===== config.mk =====
export PLATFORM = sky130hd
export DESIGN_NAME = depar_egress_gate
export DESIGN_NICKNAME = d
export VERILOG_FILES = /design/src/rtl/depar_egress_gate.sv
export SDC_FILE = /design/constraint.sdc
export NUM_CORES = 2
export LEC_CHECK = 0
export ABC_AREA = 1
export BUFFER_PORTS_ARGS = -buffer_cell sky130_fd_sc_hd__buf_4
export CAP_MARGIN = 10
export CELL_PAD_IN_SITES_DETAIL_PLACEMENT = 2
export CELL_PAD_IN_SITES_GLOBAL_PLACEMENT = 2
export CORE_UTILIZATION = 26
export DETAILED_ROUTE_END_ITERATION = 8
export PLACE_DENSITY = 0.84
export SLEW_MARGIN = 5
export SYNTH_ARGS = -nofsm -noshare
export SYNTH_HDL_FRONTEND = slang
export SYNTH_SLANG_ARGS = --single-unit

===== constraint.sdc =====
create_clock -name axis_clk -period 1.7 [get_ports axis_clk]
set_input_delay 0.17 -clock axis_clk [delete_from_list [all_inputs] [get_ports axis_clk]]
set_output_delay 0.17 -clock axis_clk [all_outputs]
set_load 0.005 [all_outputs]

===== src/rtl/depar_egress_gate.sv =====
// -----------------------------------------------------------------------------
// depar_egress_gate
//
// Purpose:
//   This block sits between the deparser and the egress MAC/DMA. It forwards
//   complete AXI-Stream packets to the egress interface.
//   - A packet whose first beat has tuser[DROP_BIT] set is discarded.
//   - A packet longer than MAX_BEATS beats is cut short. Its MAX_BEATS-th beat
//     goes out with tlast forced, trunc_err pulses, and the rest of the
//     packet is discarded.
//   - The output is registered and backed by a one-entry skid register, so
//     s_axis_tready can be a flop and the block still moves one beat per cycle.
//
// Ports:
//   axis_clk, aresetn  clock and synchronous active-low reset
//   s_axis_*           input stream from the deparser (tdata/tkeep/tuser/
//                      tvalid/tlast in, tready out, tready registered)
//   m_axis_*           output stream to egress (tdata/tkeep/tuser/tvalid/
//                      tlast out, tready in)
//   trunc_err          one-cycle pulse when a packet is truncated
//
// Optional feature (macro EGRESS_STATS_EN):
//   Adds three wrapping 32-bit counters:
//     stat_pkt_cnt    forwarded tlast beats
//     stat_drop_cnt   dropped packets that enter DROP
//     stat_trunc_cnt  truncations
// -----------------------------------------------------------------------------
module depar_egress_gate #(
  parameter int C_AXIS_DATA_WIDTH  = 256,
  parameter int C_AXIS_TUSER_WIDTH = 128,
  parameter int DROP_BIT           = 127,
  parameter int MAX_BEATS          = 64
) (
  input  logic                              axis_clk,
  input  logic                              aresetn,
  input  logic [C_AXIS_DATA_WIDTH-1:0]      s_axis_tdata,
  input  logic [C_AXIS_DATA_WIDTH/8-1:0]    s_axis_tkeep,
  input  logic [C_AXIS_TUSER_WIDTH-1:0]     s_axis_tuser,
  input  logic                              s_axis_tvalid,
  input  logic                              s_axis_tlast,
  output logic                              s_axis_tready,
  output logic [C_AXIS_DATA_WIDTH-1:0]      m_axis_tdata,
  output logic [C_AXIS_DATA_WIDTH/8-1:0]    m_axis_tkeep,
  output logic [C_AXIS_TUSER_WIDTH-1:0]     m_axis_tuser,
  output logic                              m_axis_tvalid,
  output logic                              m_axis_tlast,
  input  logic                              m_axis_tready,
  output logic                              trunc_err
`ifdef EGRESS_STATS_EN
  ,
  output logic [31:0]                       stat_pkt_cnt,
  output logic [31:0]                       stat_drop_cnt,
  output logic [31:0]                       stat_trunc_cnt
`endif
);

  localparam int         KW          = C_AXIS_DATA_WIDTH / 8;
  localparam logic [7:0] MAX_BEATS_B = 8'(MAX_BEATS);

  typedef enum logic [1:0] {IDLE = 2'd0, PASS = 2'd1, DROP = 2'd2} state_e;

  state_e                          state_q, state_d;
  logic [7:0]                      beat_cnt_q, beat_cnt_d;
  logic                            s_ready_q, s_ready_d;
  logic                            trunc_q, trunc_d;

  logic                            out_valid_q, out_valid_d;
  logic                            out_last_q, out_last_d;
  logic [C_AXIS_DATA_WIDTH-1:0]    out_data_q, out_data_d;
  logic [KW-1:0]                   out_keep_q, out_keep_d;
  logic [C_AXIS_TUSER_WIDTH-1:0]   out_user_q, out_user_d;

  logic                            skid_valid_q, skid_valid_d;
  logic                            skid_last_q, skid_last_d;
  logic [C_AXIS_DATA_WIDTH-1:0]    skid_data_q, skid_data_d;
  logic [KW-1:0]                   skid_keep_q, skid_keep_d;
  logic [C_AXIS_TUSER_WIDTH-1:0]   skid_user_q, skid_user_d;

  logic s_acc;     // input beat transfers on this edge
  logic drain;     // output register empties on this edge
  logic fwd;       // accepted beat is forwarded
  logic fwd_last;  // forwarded beat carries tlast (real or forced)

  assign s_acc = s_axis_tvalid & s_ready_q;
  assign drain = out_valid_q & m_axis_tready;

  // Packet state machine, advanced only on accepted input beats.
  always_comb begin
    state_d    = state_q;
    beat_cnt_d = beat_cnt_q;
    fwd        = 1'b0;
    fwd_last   = 1'b0;
    trunc_d    = 1'b0;
    if (s_acc) begin
      unique case (state_q)
        IDLE: begin
          beat_cnt_d = 8'd0;
          if (s_axis_tuser[DROP_BIT]) begin
            if (!s_axis_tlast) state_d = DROP;
          end else begin
            fwd      = 1'b1;
            fwd_last = s_axis_tlast;
            if (!s_axis_tlast) begin
              state_d    = PASS;
              beat_cnt_d = 8'd1;
            end
          end
        end
        PASS: begin
          fwd = 1'b1;
          if (s_axis_tlast) begin
            fwd_last   = 1'b1;
            state_d    = IDLE;
            beat_cnt_d = 8'd0;
          end else if (beat_cnt_q + 8'd1 == MAX_BEATS_B) begin
            // Runaway packet: close it here and discard its tail.
            fwd_last   = 1'b1;
            trunc_d    = 1'b1;
            state_d    = DROP;
            beat_cnt_d = beat_cnt_q + 8'd1;
          end else begin
            beat_cnt_d = beat_cnt_q + 8'd1;
          end
        end
        DROP: begin
          if (s_axis_tlast) begin
            state_d    = IDLE;
            beat_cnt_d = 8'd0;
          end
        end
        default: begin
          state_d    = IDLE;
          beat_cnt_d = 8'd0;
        end
      endcase
    end
  end

  // Output register plus skid register. The skid is only ever occupied when
  // the output register is also full, and tready is low while the skid holds
  // a beat, so no accept can happen with the skid occupied.
  always_comb begin
    out_valid_d  = out_valid_q;
    out_last_d   = out_last_q;
    out_data_d   = out_data_q;
    out_keep_d   = out_keep_q;
    out_user_d   = out_user_q;
    skid_valid_d = skid_valid_q;
    skid_last_d  = skid_last_q;
    skid_data_d  = skid_data_q;
    skid_keep_d  = skid_keep_q;
    skid_user_d  = skid_user_q;
    if (skid_valid_q) begin
      if (drain) begin
        out_valid_d  = 1'b1;
        out_last_d   = skid_last_q;
        out_data_d   = skid_data_q;
        out_keep_d   = skid_keep_q;
        out_user_d   = skid_user_q;
        skid_valid_d = 1'b0;
      end
    end else if (fwd) begin
      if (!out_valid_q || drain) begin
        out_valid_d = 1'b1;
        out_last_d  = fwd_last;
        out_data_d  = s_axis_tdata;
        out_keep_d  = s_axis_tkeep;
        out_user_d  = s_axis_tuser;
      end else begin
        skid_valid_d = 1'b1;
        skid_last_d  = fwd_last;
        skid_data_d  = s_axis_tdata;
        skid_keep_d  = s_axis_tkeep;
        skid_user_d  = s_axis_tuser;
      end
    end else if (drain) begin
      out_valid_d = 1'b0;
    end
    s_ready_d = ~skid_valid_d;
  end

  always_ff @(posedge axis_clk) begin
    if (!aresetn) begin
      state_q      <= IDLE;
      beat_cnt_q   <= 8'd0;
      s_ready_q    <= 1'b0;
      trunc_q      <= 1'b0;
      out_valid_q  <= 1'b0;
      out_last_q   <= 1'b0;
      out_data_q   <= '0;
      out_keep_q   <= '0;
      out_user_q   <= '0;
      skid_valid_q <= 1'b0;
      skid_last_q  <= 1'b0;
      skid_data_q  <= '0;
      skid_keep_q  <= '0;
      skid_user_q  <= '0;
    end else begin
      state_q      <= state_d;
      beat_cnt_q   <= beat_cnt_d;
      s_ready_q    <= s_ready_d;
      trunc_q      <= trunc_d;
      out_valid_q  <= out_valid_d;
      out_last_q   <= out_last_d;
      out_data_q   <= out_data_d;
      out_keep_q   <= out_keep_d;
      out_user_q   <= out_user_d;
      skid_valid_q <= skid_valid_d;
      skid_last_q  <= skid_last_d;
      skid_data_q  <= skid_data_d;
      skid_keep_q  <= skid_keep_d;
      skid_user_q  <= skid_user_d;
    end
  end

  assign s_axis_tready = s_ready_q;
  assign m_axis_tvalid = out_valid_q;
  assign m_axis_tlast  = out_last_q;
  assign m_axis_tdata  = out_data_q;
  assign m_axis_tkeep  = out_keep_q;
  assign m_axis_tuser  = out_user_q;
  assign trunc_err     = trunc_q;

`ifdef EGRESS_STATS_EN
  logic        drop_start;
  logic [31:0] pkt_cnt_q, drop_cnt_q, trunc_cnt_q;

  // A dropped single-beat packet never leaves IDLE, so it is not counted.
  assign drop_start = s_acc & (state_q == IDLE) & s_axis_tuser[DROP_BIT] & ~s_axis_tlast;

  always_ff @(posedge axis_clk) begin
    if (!aresetn) begin
      pkt_cnt_q   <= 32'd0;
      drop_cnt_q  <= 32'd0;
      trunc_cnt_q <= 32'd0;
    end else begin
      if (fwd && fwd_last) pkt_cnt_q   <= pkt_cnt_q + 32'd1;
      if (drop_start)      drop_cnt_q  <= drop_cnt_q + 32'd1;
      if (trunc_d)         trunc_cnt_q <= trunc_cnt_q + 32'd1;
    end
  end

  assign stat_pkt_cnt   = pkt_cnt_q;
  assign stat_drop_cnt  = drop_cnt_q;
  assign stat_trunc_cnt = trunc_cnt_q;
`endif

endmodule


### After elaboration in Yosys (flattened, before gate mapping)

Index checks and enable logic that the tools add are counted.

| storage, ports and cells | value |
|---|---|
| bits of input ports | 421 |
| register bits | 848 |

| cells by class | value |
|---|---|
| bitwise gates (word level) | 8 |
| reduce and logical (&&, ||, !) cells | 12 |
| equal/unequal tests | 8 |
| multiplexer cells | 45 |
| add/subtract/negate cells | 1 |

Operator list:

| kind | number |
|---|---|
| $mux 256 | 4 |
| $mux 128 | 4 |
| $mux 32 | 4 |
| $pmux 8 s3 | 1 |
| $mux 1 | 21 |
| $mux 8 | 2 |
| $mux 2 | 6 |
| $reduce_and 3->1 | 3 |
| $add 8x1->8 const B | 1 |
| $eq 8x7->1 const B | 1 |
| $not 1->1 | 6 |
| $pmux 2 s3 | 1 |
| $reduce_bool 2->1 | 3 |
| $ne 2x2->1 const B | 2 |
| $pmux 1 s2 | 2 |
| $reduce_and 4->1 | 1 |
| $reduce_or 4->1 | 1 |
| $ne 3x2->1 const B | 1 |
| $ne 3x3->1 const B | 1 |
| $and 1x1->1 | 2 |
| $eq 2x1->1 const B | 1 |
| $eq 2x2->1 const B | 1 |
| $logic_not 2->1 | 1 |
| $ne 2x1->1 const B | 1 |
| other kinds (3) | 3 |

### Longest topological paths before layout

| depth | value |
|---|---|
| word-level depth | 9 |
| depth in mapped cells | 13 |
| mapped depth without buffers | 11 |

### Worst setup path after synthesis

Ideal clock, no wire load.

| path | value |
|---|---|
| kind | register to register |
| start point | register s_ready_q (netlist: s_axis_tready) |
| end point | register out_data_q[49] (netlist: m_axis_tdata[49]) |
| setup time | 116 ps |
| stages on the path, launching flop included | 13 |
| period minus slack after synthesis | 1623 ps |
| path buffers | 3 |
| data arrival time | 1507 ps |
| path slack | 77 ps |
| path through | dfxtp_1 nand2_1 inv_2 nand2_1 a21oi_2 nand2_1 o21ai_2 nand2_2 buf_6 buf_6 clkbuf_1 o21ai_0 nor2_1 |

| between the ends | value |
|---|---|
| cells in the longest elaborated chain, start to end | 4 |

Ends and longest elaborated chain:

| item | line | RTL |
|---|---|---|
| start: declaration | 64 | `logic s_ready_q, s_ready_d;` |
| start signal: assignment | 201 | `s_ready_q <= s_ready_d;` |
| $and 1x1->1 | 84 | `assign s_acc = s_axis_tvalid & s_ready_q;` |
| $mux 1 | 94 | `if (s_acc) begin` |
| $reduce_bool 2->1 (no line) | -- |  |
| $reduce_and 3->1 (no line) | -- |  |
| end signal: assignment | 205 | `out_data_q <= out_data_d;` |
| end: declaration | 69 | `logic [C_AXIS_DATA_WIDTH-1:0] out_data_q, out_data_d;` |

No other way between the ends.
A chain may end at the register's enable or synchronous reset.

### Final worst setup path

| path | value |
|---|---|
| start point | register s_ready_q (netlist: s_axis_tready) |
| end point | register out_user_q[38] (netlist: m_axis_tuser[38]) |

| between the ends | value |
|---|---|
| cells in the longest elaborated chain, start to end | 4 |

Ends and longest elaborated chain:

| item | line | RTL |
|---|---|---|
| $and 1x1->1 | 84 |  |
| $mux 1 | 94 |  |
| $reduce_bool 2->1 (no line) | -- |  |
| $reduce_and 3->1 (no line) | -- |  |
| end signal: assignment | 207 | `out_user_q <= out_user_d;` |
| end: declaration | 71 | `logic [C_AXIS_TUSER_WIDTH-1:0] out_user_q, out_user_d;` |

No other way between the ends.

==> summary.txt <==
Outcome
  – Outcome: finished, violations left
  – Failing checks: negative setup slack

Global route
  – GRT Overall Usage: between 30% and 40%
  – Largest net degree at the start of global routing: 126
  – First-pass GRT wire length: 323800 µm
  – Antenna violations before repair: 52
  – GR Util met3: 7.737%
  – Vias in the first global route: 48280
  – GRT overflow: 0
  – Met1 Use GR: 32.21%
  – GR Util met2: 57.48%
  – GRT Max-Usage Layer: met2

Worst setup path
  – Slowest-stage cell, CP: nor2_1
  – Critical path's most frequent cell: nand2_2
  – Reg2reg path depth: 14
  – Worst r2r src: s_axis_tready
  – Reg2reg end: m_axis_tuser[38]
  – Crit Path Category: reg -> reg
  – CP Cell Sequence: nand2_2, inv_2, nand2_2, a21oi_4, nand2_2, o21ai_4, nand2_8, buf_12, clkinv_8, buf_16, buf_16, clkbuf_16, nor2_1, nor2_1
  – Critical Path AT: 2.84 ns
  – Crit path capture type: flip-flop
  – CP max FO: 9
  – Required time of the critical path: 2.26 ns
  – Slowest cell delay on critical path: approximately 0.37 ns
  – Crit start category: flip-flop
  – R2R Setup Slk: -0.58 ns

Final layout
  – Fin cells: 8127
  – Layout overhead on the synthesized area: 55.37%
  – Share of post-route cells with drive strength above 1: about 22%
  – # nets final: 6676
  – Fin util: 40.89%

Synth
  – Main area contributors after synthesis: dfxtp_1 (50%), nor2_1 (17%), nand2_1 (13%)
  – Post-synthesis sequential area ratio: 49.62%
  – Post-Synthesis Cells: 5020
  – Top-area cell type share of the netlist area: 49.62%
  – Yosys reg bits: 848
  – Avg Synthesized Cell Area: 6.815 µm²
  – Yosys top cell by area: dfxtp_1
  – Yosys warnings: 0
  – Synth Net Count: 5442
  – Mapped Area: 34210 µm²
  – Synth cell types: 26

Detailed routing
  – 1st-iter DRT viols: 3334
  – Residual DRC: 0
  – WL/cell: 30.16 µm
  – Via Count: ~44000
  – Drt pass-1 iters: 5
  – Final wirelength: 245100 µm
  – Vias per cell: 5.428
  – Post-route ant nets: 0

Die
  – Die area: approximately 130000 µm²
  – Core ar.: roughly 130000 µm²
  – Core Rows: 132
  – Starting density of the core: 26.32%
  – Die H: between 300 and 400 µm
  – Top Ports: between 800 and 900
  – Die X: about 360 µm

Flow run
  – Max_cap viols: 0

Placement
  – IO buf count: 840
  – DP HPWL: 109000 µm
  – RD Place Congestion: 0.7929
  – Placed cells: approximately 7400

Hold path
  – Hold crit path type: in -> reg
  – Number of cells on the worst hold path: 9
  – Worst Hold End: m_axis_tvalid
  – Hold path start: s_axis_tvalid

Timing
  – Final setup viols: 840
  – Final Cycle Share: 134.1%
  – Crit path time final: 2.280 ns
  – RSZ-0062 raised after global routing: true
  – Final setup TNS: -151.83 ns
  – Max_slew headroom: approximately three fifths
  – FMAX: 438.6 MHz
  – Slew Viols, Final: 0
  – Final hold vios: 0
  – Final WS setup: -0.5798 ns
  – Worst-margin pin slew: 0.5745 ns
  – Fin Clk Skew: 0.03200 ns

Power
  – Worst VDD drop: 0.7406 mV
  – Total power: 0.05360 W
  – Power Dens Cells: 1008 nW/µm²
  – Pleak: 23.20 nW

Clocking
  – CTS Buf Count: 101
  – Worst-skew pair later-pin latency: 0.73 ns
  – Clock-pin slew on the worst setup and hold paths: roughly 0.070 ns
  – Clock Tree Buf Depth: 3
  – CTS tree: built
  – TritonCTS Sinks: 848
  – Root buf cell: clkbuf_16
  – H-tree levels: 3
final cells by class:
| cell class | count | area (µm²) |
|---|---|---|
| sequential | 848 | 16980 |
| fill | 14630 | 76830 |
| clock inverter | 32 | 385.4 |
| multi-input combinational | 3734 | 15950 |
| timing repair buffer | 1500 | 14130 |
| inverter | 69 | 291.5 |
| tap | 1742 | 2180 |
| antenna | 49 | 122.6 |
| clock buffer | 153 | 3115 |
cells in the final DEF, fill, tap and decap left out, types with 2 or more instances in the layout:
master and n:
a21oi_1 56, a21oi_2 2, a32o_1 4, buf_12 71
buf_16 19, buf_4 942, buf_6 18, buf_8 7
bufinv_16 7, clkbuf_1 15, clkbuf_16 126, clkbuf_8 35
clkinv_2 16, clkinv_4 2, clkinv_8 3, clkinvlp_4 2
dfxtp_1 846, diode_2 49, dlygate4sd3_1 419, inv_1 62
inv_2 4, inv_6 3, nand2_1 1175, nand2_2 3
nand3_1 10, nand3_4 2, nand3b_1 2, nor2_1 1503
nor2_2 59, nor2_4 18, o21ai_0 654, o21ai_1 170
o21ai_2 61, o21ai_4 7
cell families after synthesis:
kind of cell / count (synthesis) / share of synthesized area [%]
simple gates: 2774 / 30.53
flops: 848 / 49.62
fa+ha+maj: 1 / 0.03657
compound gates: 959 / 14.15
buf+inv: 438 / 5.658
metrics by stage:
step                      worst slack [ns]  instance area (µm²)  hold WS (ns)
after floorplan                    0.07707                34210        0.3131
after global placement             -0.2192                43380        0.4208
after detailed placement           -0.2570                43380        0.4295
after CTS                          -0.1804                51570        0.1280
after global routing               -0.6479                53120        0.2476
final                              -0.5798                53150        0.2211
routing by layer:
| metal | part of all wire, % | wire length [µm] |
|---|---|---|
| met1 | 35 | 85350 |
| met3 | 6.6 | 16300 |
| met5 | 0.084 | 207 |
| met2 | 49 | 119800 |
| met4 | 9.6 | 23510 |
state kept, by name, summed over array words and instances, names as in the netlist, 2 cells and up:
name and cells:
skid_keep_q 32, m_axis_tdata 256, m_axis_tkeep 32, skid_user_q 128
skid_data_q 256, beat_cnt_q 8, m_axis_tuser 128, state_q 2
critical path: cells and delay by family (launching register included):
family / cells / cell delay, ns
AND/OR/NAND/NOR: 6 / 0.71
AO/OA/AOI/OAI: 2 / 0.26
buffers and inverters: 6 / 0.77
flip-flops: 1 / 0.35
cells in the mapped netlist:
cell type / count
nand3_2: 1
o31ai_2: 1
o21bai_1: 1
o21ai_0: 827
clkbuf_1: 263
buf_4: 1
buf_6: 26
dfxtp_1: 848
inv_1: 63
ha_1: 1
o22ai_1: 1
a32o_1: 4
buf_2: 74
nand2_2: 1
nand2_1: 1178
nand4_1: 1
nand3b_1: 2
a21oi_2: 1
nand3_1: 11
o21a_1: 1
a21oi_1: 58
nor2_1: 1580
buf_1: 5
o21ai_2: 1
inv_2: 6
o21ai_1: 64
power breakdown:
part,switching (W),internal [W]
combinational,0.00439,0.00345
sequential,0.000792,0.0206
clock,0.0107,0.0137
total,0.0158,0.0378
worst max path at each step:
stage                       start           endpoint  slack, ns  cells after the start
floorplan           s_axis_tready   m_axis_tdata[49]       0.08                     12
global placement    s_axis_tready   m_axis_tuser[58]      -0.22                     11
detailed placement  s_axis_tready  m_axis_tdata[228]      -0.26                     11
CTS                 s_axis_tready   m_axis_tuser[44]      -0.18                     13
global route        s_axis_tready    skid_user_q[79]      -0.65                     11
finish              s_axis_tready   m_axis_tuser[38]      -0.58                     14
what timing repair did:
action / in CTS / in global routing
buffers inserted: 17 / 14
endpoints found under the setup margin: 779 / 842
resized for setup: 106 / 310
pin swaps: 35 / 44
cloned: 4 / 28
hold endpoints to repair: 837 / 0
hold buffers: 419 / 0
(Power assumes the default switching activity.)
